`src/rtl/fetch_unit.sv`:
```
// fetch_unit: program counter, instruction-memory request/handshake and a one-entry IR for decode.
// Optional build macro FETCH_PERF_EN adds saturating fetch_count/stall_count outputs.
module fetch_unit #(
    parameter int unsigned       ADDR_W       = 15,
    parameter logic [ADDR_W-1:0] RESET_VECTOR = '0
) (
    input  logic              clk,
    input  logic              reset,
    output logic              imem_req,
    output logic [ADDR_W-1:0] imem_addr,
    input  logic              imem_ready,
    input  logic [15:0]       imem_rdata,
    output logic              instr_valid,
    output logic [15:0]       instr,
    output logic [ADDR_W-1:0] instr_pc,
    input  logic              instr_ready,
    input  logic              jump,
    input  logic [ADDR_W-1:0] jump_addr,
    input  logic              halt,
    output logic [ADDR_W-1:0] pc
`ifdef FETCH_PERF_EN
    ,
    output logic [15:0]       fetch_count,
    output logic [15:0]       stall_count
`endif
);

    typedef enum logic [1:0] {
        BOOT,
        RUN,
        WAIT,
        HALTED
    } state_t;

    localparam logic [ADDR_W-1:0] PC_STEP = 1;

    state_t state;
    logic   ir_room;
    logic   handshake;
    logic   consume;

    assign imem_addr = pc;
    assign ir_room   = !instr_valid || instr_ready;
    assign handshake = imem_req && imem_ready;
    assign consume   = instr_valid && instr_ready;

    // The request must react to jump/halt in the same cycle, so it cannot be registered.
    // NOTE: every branch below assigns imem_req via the default first, so no latch is inferred.
    always_comb begin
        imem_req = 1'b0;
        if (!reset && !jump) begin
            case (state)
                RUN:     imem_req = !halt && ir_room;
                WAIT:    imem_req = 1'b1;
                default: imem_req = 1'b0;
            endcase
        end
    end

    // NOTE: state and datapath registers use non-blocking assignments so all updates see pre-edge values.
    always_ff @(posedge clk) begin
        if (reset) begin
            state       <= BOOT;
            pc          <= RESET_VECTOR;
            instr_valid <= 1'b0;
            instr       <= 16'h0000;
            instr_pc    <= '0;
        end else if (jump) begin
            // Flush only the valid bit; the stale IR word and its address stay visible.
            pc          <= jump_addr;
            instr_valid <= 1'b0;
            state       <= halt ? HALTED : RUN;
        end else begin
            if (handshake) begin
                instr       <= imem_rdata;
                instr_pc    <= pc;
                instr_valid <= 1'b1;
                pc          <= pc + PC_STEP;
            end else if (consume) begin
                instr_valid <= 1'b0;
            end

            case (state)
                BOOT: state <= RUN;
                RUN: begin
                    if (halt)
                        state <= HALTED;
                    else if (imem_req && !imem_ready)
                        state <= WAIT;
                end
                WAIT: begin
                    if (imem_ready)
                        state <= RUN;
                end
                HALTED: begin
                    if (!halt)
                        state <= RUN;
                end
                default: state <= BOOT;
            endcase
        end
    end

`ifdef FETCH_PERF_EN
    always_ff @(posedge clk) begin
        if (reset) begin
            fetch_count <= 16'h0000;
            stall_count <= 16'h0000;
        end else begin
            if (handshake && fetch_count != 16'hFFFF)
                fetch_count <= fetch_count + 16'd1;
            if (state == WAIT && stall_count != 16'hFFFF)
                stall_count <= stall_count + 16'd1;
        end
    end
`endif

endmodule
```
`config.mk`:
```
export PLATFORM = sky130hd
export DESIGN_NAME = fetch_unit
export DESIGN_NICKNAME = d
export VERILOG_FILES = /design/src/rtl/fetch_unit.sv
export SDC_FILE = /design/constraint.sdc
export NUM_CORES = 1
export LEC_CHECK = 0
export CAP_MARGIN = 20
export CORE_UTILIZATION = 30
export CTS_CLUSTER_SIZE = 8
export DETAILED_ROUTE_END_ITERATION = 10
export PLACE_DENSITY = 0.69
export SLEW_MARGIN = 30
export SYNTH_ARGS = -nofsm -noshare
export SYNTH_HDL_FRONTEND = slang
export SYNTH_SLANG_ARGS = --single-unit
```
`constraint.sdc`:
```
create_clock -name clk -period 3.15 [get_ports clk]
set_input_delay 0.63 -clock clk [delete_from_list [all_inputs] [get_ports clk]]
set_output_delay 0.63 -clock clk [all_outputs]
set_load 0.01 [all_outputs]
```
==> run summary <==
- completed — status
- 402 — number of nets in the layout
- 49 — number of storage elements in the synthesis netlist
- input pin to output pin — Crit Path Class
- 2.81 ns — final worst path period need
- 0 — # hold bufs at CTS
- sky130_fd_sc_hd__dfxtp_1 — ys flop type
- 0.340 ns — worst setup slack after layout
- 0.00725 sq mm — area inside the core boundary
- 13.3 um — Wirelength per Cell
- sky130_fd_sc_hd__clkdlybuf4s50_1 — most common library cell in the layout ignoring fill and taps
- 0 — Final setup viols
- 39 — Yosys cell types
- sky130_fd_sc_hd__dfxtp_1 — cell type contributing the most total cell area after synthesis
- 88.7 um — overall die width
- 0.457 ns — worst hold margin
- 0.758 — weighted congestion reported at the end of routability-driven placement
- 374 mW/mm^2 — P per Cell Area
- 1.10 nW — Lkg Pwr
- 116 — drt first-iter violations
- 49 — # clock sinks
- 2.18 ns — Crit path arrival time
- 461 — count of placed standard cells in the final layout, fillers left out
- 51 — pin count of the biggest net entering global routing
- 0.356 GHz — f_max
- 59.8% — Relative slew margins
- 0 — number of hold violations in the final report
- 2 — number of buffers on the longest clock path
- 47.2% — area growth from synthesis to layout
- 453 — number of placed cells counting well taps
- 43.5% — sequential cell area fraction in the yosys report
- 0 — remaining routing DRC violations
- false — RSZ-0062 raised after global routing
- 0.00787 sq mm — DIE AREA
- input pin — Worst setup SP type
- 4290 um — placed wire-length estimate after detailed placement
- 5 — number of iterations in the first detailed-routing pass
- 4.90 — Avg Vias per Cell
- 2 — deepest level of the CTS H-tree
- 88.7 um — die outline height
- 2257 — total number of vias
- 2037 — via count of the first global-routing pass
- 100 — Top-Level Pins
- flop to flop — worst min-delay path class
- 98 x sky130_fd_sc_hd__clkdlybuf4s50_1, 73 x sky130_fd_sc_hd__nand2_1, 49 x sky130_fd_sc_hd__dfxtp_1, 37 x sky130_fd_sc_hd__a21oi_1, 12 x sky130_fd_sc_hd__a31oi_1 — commonest non-fill, non-tap cells in the layout
- 5 — number of clock buffers inserted by TritonCTS
- 2.52 ns — Critical Path RT
- 89.2% — final worst-path cycle share
- sky130_fd_sc_hd__clkbuf_8 — cell at the root of the clock tree
- output pin — sort of element at the end of the critical path
- 280 — post-synthesis cell count
- 0.00226 sq mm — Post-Syn Area
- 0.54 ns — delay contributed by the slowest stage of the critical path
- 0.358 ns — Setup Slack @ Placement
- 0% — FFs w/ async S/R, synth
- 15.8% — global-route total usage across every layer
- 4 — critical-path maximum fanout
- 8.06 sq um — mean post-synth cell area
- 0 — overflow left after global routing
- sky130_fd_sc_hd__clkdlybuf4s50_1 — dominant cell type by count on the critical path
- 0 — max-cap violation count
- 0.603 ns — worst-margin pin slew
- 0.96 ns — setup slack, reg-to-reg
- 0.09 ns — CTS clk-pin slew, worst paths
- 0 — initial antenna violation count
- built — TritonCTS clock tree
- 0 — count of instances resized after the clock tree is built
- 43.5% — area fraction of the dominant cell type after synthesis
- sky130_fd_sc_hd__clkdlybuf4s50_1 — Worst path slowest cell
- 0 — ANT cells
- 1.24 mW — total power
- 321 — Mapped Nets
- 0.00759 ns — clock tree skew after final layout
- 31 — number of rows created at floorplan
- 0.183 mV — maximum vdd ir drop
- 6.35% — share of final-layout standard cells stronger than drive strength 1
- 99 — number of port buffers
- 6150 um — Detailed Route WL
- 0 — number of enable-type register cells in the synthesized netlist
- 9780 um — global-route wire length before repair
- 0 — number of warnings issued by yosys
- sky130_fd_sc_hd__dfxtp_1 43%, sky130_fd_sc_hd__nand2_1 12%, sky130_fd_sc_hd__a21oi_1 8.2%, sky130_fd_sc_hd__buf_4 5.0%, sky130_fd_sc_hd__a31oi_1 3.3% — Synth area leaders
- 0 — Post-CTS Repair Setup Buffers
- 0 — Detail Route Antenna Nets
- 0 ns — total negative slack for setup checks
- 0.30 ns — later-pin clock latency in the skew report
- 31.1% — initial core utilization
- clkdlybuf4s50_1 > or3_1 > nor2_1 > clkdlybuf4s50_1 — cell chain of the critical path
- 0 — max-slew violation count
## final cells by class
type	count	area, sq um
fill	716	3930
multi-input combinational	194	1060
timing repair buffer	106	1040
sequential	49	981
tap	99	124
clock buffer	6	82.6
inverter	5	18.8
clock inverter	2	13.8
## Yosys cell counts, drive strengths merged, types with 2 or more instances
master,instances
nand2,74
dfxtp,49
a21oi,37
buf,25
a31oi,12
nand3,12
clkbuf,7
or3,7
nor2,6
inv,5
ha,4
o311ai,4
or4,4
a211oi,3
a32oi,3
and2,3
nand2b,3
o211ai,3
and3,2
mux2i,2
nand4,2
nor2b,2
o41ai,2
## final timing paths
| path | from | end | depth (start not counted) |
|---|---|---|---|
| worst max-delay path | jump | imem_req | 4 |
| worst min register to register | instr[2]$_SDFFE_PP0P_ | instr[2]$_SDFFE_PP0P_ | 2 |
| worst max register to register | state[0]$_SDFFE_PP0P_ | instr_pc[7]$_SDFFE_PP0P_ | 8 |
| worst min-delay path | instr[2]$_SDFFE_PP0P_ | instr[2]$_SDFFE_PP0P_ | 2 |
## per-layer routing
layer | part of all wire [%] | vias to the layer above | track usage, %
met5 | 0 | - | 0
li1 | - | 1129 | -
met4 | 0.47 | 0 | 3.96
met3 | 6.2 | 4 | 3.36
met2 | 47 | 71 | 26.9
met1 | 46 | 1053 | 20.3
## registers in the layout, summed over array words and instances (netlist names)
register and count:
state 2, instr_valid 1, instr 16, instr_pc 15, imem_addr 15
## where the power goes
group / internal [mW] / switching [mW]
combinational: 0.108 / 0.0814
sequential: 0.636 / 0.0252
clock: 0.179 / 0.214
## per-stage QoR
| stage | utilization [%] | area (sq um) |
|---|---|---|
| after floorplan | - | 2260 |
| after global placement | 44.5 | 3230 |
| after detailed placement | 44.5 | 3230 |
| after CTS | 45.8 | 3320 |
| after global routing | 45.8 | 3320 |
| final | 45.8 | 3320 |
## logic make-up after synthesis
logic type	Yosys count	synth area share, %
fa+ha+maj	4	2.22
buf+inv	37	9.42
flops	49	43.5
mux	2	0.887
xor+xnor	1	0.388
compound gates	67	18.5
simple gates	120	25.1
## critical path: cells and delay by family
kind                   cells  cell delay (ns)
buffers and inverters      2             0.96
and+or+nand+nor            2             0.59
Note: power is estimated with default switching activity, not from simulation.
==> RTL edit 1, RTL diff (same settings) <==
Re-encode `state_t` (4 states) as one-hot, 4 bits wide.
--- a/src/rtl/fetch_unit.sv
+++ b/src/rtl/fetch_unit.sv
@@ -27,7 +27,7 @@
 
-    typedef enum logic [1:0] {
-        BOOT,
-        RUN,
-        WAIT,
-        HALTED
+    typedef enum logic [3:0] {
+        BOOT   = 4'b0001,
+        RUN    = 4'b0010,
+        WAIT   = 4'b0100,
+        HALTED = 4'b1000
     } state_t;
Check against the original RTL: same outputs for any inputs over 10 cycles, from zero or initial values and one cycle with reset high; not proved beyond that.
==> RTL edit 1 against the original RTL <==
Cell count increased by 7.6%; register-to-register slack got worse by 0.07 ns; sequential power grew 5.1%; cell area is 9.9% higher; power increased by 10%; synthesized area up 13%; fmax increased by 1.4%; global-route usage increased by 2.4 points; wire length rose by 28%; setup slack better by 0.040 ns; clock skew rose by 0.0029 ns; sequential cell count is 2 higher; synthesized cell count is 13% higher.
==> RTL edit 1: results (changes against the original RTL) <==
Status
  – Status: finished clean

Setup path
  – Worst setup path startpoint: jump
  – Crit Path Max Fanout: 9 (+5)
  – Slowest CP cell: clkdlybuf4s50_1
  – Reg2reg start: state[1]$_SDFFE_PP0P_
  – CP peak stage delay: 0.57 ns (+0.03 ns)
  – Worst EP arrival: 2.14 ns (-0.04 ns)

Logic synthesis
  – Top post-synthesis cells by count: dfxtp_1, nand3_1, o21ai_0
  – Syn Inst Count: 317 (+13%)
  – Adder-cell share of the synthesized area: 0.4888% (-1.7 points)
  – Ys async rst share: 0% (unchanged)
  – XOR/XNOR Fraction of Synth Area: 0.3421% (-0.046 points)
  – Distinct cells, synth: 52 (+33%)
  – Number of synthesized flops with an enable pin: 0 (unchanged)
  – Area contributors post-synth: dfxtp_1, nand3_1, o21ai_0
  – Mapped Nets: 355 (+11%)
  – Most frequent cell after synthesis: dfxtp_1
  – Sequential share of the synthesized area: 39.88% (-3.6 points)
  – Synth warn: 0 (unchanged)
  – Synth Area in Compound Gates: 25.71% (+7.2 points)
  – Mux contribution to synthesized area: 0.7820% (-0.10 points)

Route
  – Vias: 2680 (+19%)
  – Drt pass-1 iters: 4 (-1)
  – Metal3 WL: 586 microns (+54%)
  – Top Metal Used: met4
  – Met2 Routed Length: 3.704 mm (+28%)
  – Detailed Route WL: 7.879 mm (+28%)
  – Post-DR vias/cell: 5.403 (+10%)
  – Initial DRC count: 166 (+43%)
  – Wl on met1: 3.530 mm (+25%)

Worst hold path
  – Hold wc startpoint: instr[13]$_SDFFE_PP0P_
  – Hold WC Path Type: flip-flop to flip-flop

Clock tree
  – Total number of H-tree levels: 2 (unchanged)
  – TritonCTS buffer count: 5 (unchanged)
  – Reg clk slew, reported paths: 0.09 ns (about the same)
  – Post-CTS sizing: 0 (unchanged)
  – Longest Clk Path Bufs: 2 (unchanged)
  – Clock root cell: clkbuf_8

Place
  – Port bufs: 99 (unchanged)
  – Placed Cells: 489 (+7.9%)
  – Placement Setup Slack: 0.2061 ns (-0.1522 ns)
  – Final GP Congestion: 0.8135 (+7.3%)
  – Placed Instance Area: 3545 sq um (+9.9%)
  – HPWL after DPL: 5.345 mm (+25%)

Power
  – Internal power: 1.013 mW (+9.8%)
  – VDD IR max: 0.2088 mV (+14%)
  – Pleak: 1.188 nW (+7.8%)

STA
  – Fin. Hold Viols: 0 (unchanged)
  – Worst Clk Skew: 0.01046 ns (+0.002872 ns)
  – Slew HR: 58.03% (-1.8 points)

Finish
  – Max FFs per register: 16 (unchanged)
  – Nets@finish: 429 (+6.7%)
  – Layout cells sized above 1: 5.882% (-0.47 points)
  – Antenna diodes: 0 (unchanged)
  – Most flops, register: instr

GRT
  – Antenna violations before repair: 0 (unchanged)
  – GRT Util Overall: 18.16% (+2.4 points)
  – First-pass GRT wire length: 12.77 mm (+30%)
  – Pin count of the biggest net entering global routing: 51 (unchanged)
  – Vias in the first global route: 2509 (+23%)
-- RTL edit 1: cell count changes after synthesis, moves of 4 or more --
cell	before	now
o21ai_0	0	36
clkbuf_1	7	21
nand2_1	73	14
a2111oi_0	0	6
buf_2	8	1
nor3_1	0	4
a31oi_1	12	3
nand3_1	11	36
nor4b_1	0	5
-- RTL edit 1: power groups by stage --
stage,registers [mW],logic [mW],clock network [mW]
2_1_floorplan,0.705,0.106,0
3_3_place_gp,0.709,0.214,0
3_5_place_dp,0.711,0.216,0
4_1_cts,0.696,0.217,0.467
5_1_grt,0.699,0.236,0.494
6_report,0.695,0.217,0.457
-- RTL edit 1: path summary, 6_finish.rpt --
kind,slack [ns],endpoint,cells after the start
setup reg to reg,0.89,imem_addr[11]$_SDFFE_PP0P_,6
hold / removal,0.48,instr[13]$_SDFFE_PP0P_,2
hold reg to reg,0.48,instr[13]$_SDFFE_PP0P_,2
setup / recovery,0.38,imem_req,4
-- RTL edit 1: layout make-up --
class	instances	area [sq um]
Clock buffer	5	68.82
Inverter	8	30.03
Tap cell	105	131.4
Sequential cell	51	1021
Timing Repair Buffer	110	1069
Multi-Input combinational cell	215	1294
Clock inverter	2	37.54
Fill cell	829	4566
-- RTL edit 1: layer usage --
metal,track usage [%],up-vias
met2,30.50,84
met5,0,-
li1,-,1311
met1,23.07,1279
met4,3.718,0
met3,5.233,6
-- RTL edit 1: worst max-delay path: cells and delay by family --
family | cells | cell delay (ns)
buf+inv | 2 | 0.99
simple gates | 2 | 0.52
-- RTL edit 1: per-stage QoR --
step / total power [mW] / utilization (%)
4_1_cts: 1.380 / 44.43
6_report: 1.368 / 44.43
5_1_grt: 1.429 / 44.43
2_1_floorplan: 0.8102 / -
3_5_place_dp: 0.9269 / 43.14
3_3_place_gp: 0.9232 / 43.14
==> RTL edit 2, RTL diff (config.mk and constraints unchanged) <==
Made on the original files. `ADDR_W`: 15 -> 17.
--- a/src/rtl/fetch_unit.sv
+++ b/src/rtl/fetch_unit.sv
@@ -3,3 +3,3 @@
 module fetch_unit #(
-    parameter int unsigned       ADDR_W       = 15,
+    parameter int unsigned       ADDR_W       = 17,
     parameter logic [ADDR_W-1:0] RESET_VECTOR = '0
Interface: changed (resized imem_addr, instr_pc, jump_addr and pc); port bits go from 100 to 108. No check against the original RTL was run, so the function may have changed too.
==> RTL edit 2 against the original RTL <==
Wire length rose by 13%; critical path type unchanged; cell area rose by 9.0%; largest cell class unchanged; synthesized cell count rose by 14%; sequential power rose by 8.8%; power rose by 8.9%; synthesized area rose by 10%; critical path depth rose by 1; setup slack improved by 0.11 ns; sequential cell count rose by 4; clock skew rose by 0.0053 ns.
==> RTL edit 2: results (changes against the original RTL) <==
GRT
  – Met2 Usage GRT: 28.74% (+1.9 points)
  – First-pass GRT wire length: 11.25 mm (+15%)
  – GRT Util Overall: 16.38% (+0.60 points)
  – Met1 Usage GRT: 20.25% (-0.080 points)
  – Met3 layer usage reported by global route: 3.740% (+0.38 points)
  – Pin count of the biggest net entering global routing: 54 (+5.9%)
  – Vias in the first global route: 2251 (+11%)

Route
  – Drt wl/cell: 13.76 microns (+3.2%)
  – Post-DR vias/cell: 4.963 (+1.4%)
  – Wl on met1: 3.028 mm (+7.0%)
  – Metal3 WL: 400 microns (+5.0%)
  – Drt pass-1 iters: 4 (-1)
  – Met2 Routed Length: 3.489 mm (+20%)

Logic synthesis
  – Top post-synthesis cells by count: nand2_1, dfxtp_1, a21oi_1
  – Syn Inst Count: 318 (+14%)
  – Area contributors post-synth: dfxtp_1, nand2_1, a21oi_1
  – Mapped Nets: 361 (+12%)
  – Sequential share of the synthesized area: 42.55% (-0.91 points)

Worst hold path
  – Hold Path End: instr[8]$_SDFFE_PP0P_

Place
  – HPWL after DPL: 4.929 mm (+15%)
  – Placed Cells: 499 (+10%)
  – Placed Instance Area: 3523 sq um (+9.2%)
  – Placement Setup Slack: 0.4568 ns (+0.09852 ns)

Finish
  – Fraction of area in registers: 29.31% (-0.22 points)
  – Seq Cell Count: 53 (+8.2%)
  – Nets@finish: 447 (+11%)
  – Non-clk invs: 6 (+1)
  – Fraction of area in multi-input gates: 32.98% (+0.96 points)
  – Post-Layout Cell Count: 507 (+10%)
  – Buffering overhead: 30.90% (-0.36 points)
  – ClkCell Share: 2.662% (-0.24 points)

Power
  – VDD IR max: 0.1621 mV (-11%)
  – Clock Power: 0.411 mW (+5%)
  – Switching share of power: 26.66% (+0.84 points)
  – Sequential group power: 0.719 mW (+8.8%)

Setup path
  – Critical register-to-register path endpoint: instr[7]$_SDFFE_PP0P_
  – Worst R2R Setup Slack: 0.86 ns (-0.10 ns)
  – Worst EP arrival: 2.07 ns (-0.11 ns)
  – Worst setup path startpoint: halt

Clock tree
  – Clock Latency Late Sink: 0.32 ns (+0.02 ns)

Status
  – Status: finished clean

STA
  – Worst-margin pin slew: 0.5687 ns (-0.03410 ns)
  – Hold WS: 0.4572 ns (+0.0005000 ns)
## RTL edit 2: changes by cell type after synthesis, moves of 4 or more
cell,before,now
a21oi_1,37,50
nand2_1,73,85
a31oi_1,12,4
nor3_1,0,8
nand3_1,11,6
o21ai_0,0,5
a22oi_1,1,5
dfxtp_1,49,53
nand4_1,2,6
or3_1,7,3
## RTL edit 2: worst max path at each step
stage               cells past startpoint        to  slack, ns
global placement                        5  imem_req       0.49
floorplan                               3  imem_req       1.25
finish                                  5  imem_req       0.45
CTS                                     5  imem_req       0.44
global route                            5  imem_req       0.34
detailed placement                      5  imem_req       0.46
## RTL edit 2: kinds of logic after synthesis
group / count (synthesis) / synth area share [%]
AO/OA/AOI/OAI: 89 / 21.63
buffers and inverters: 41 / 9.584
flip-flops: 53 / 42.55
multiplexers: 2 / 0.8028
adder cells (fa/ha/maj): 4 / 2.007
AND/OR/NAND/NOR: 128 / 23.08
XOR/XNOR: 1 / 0.3513
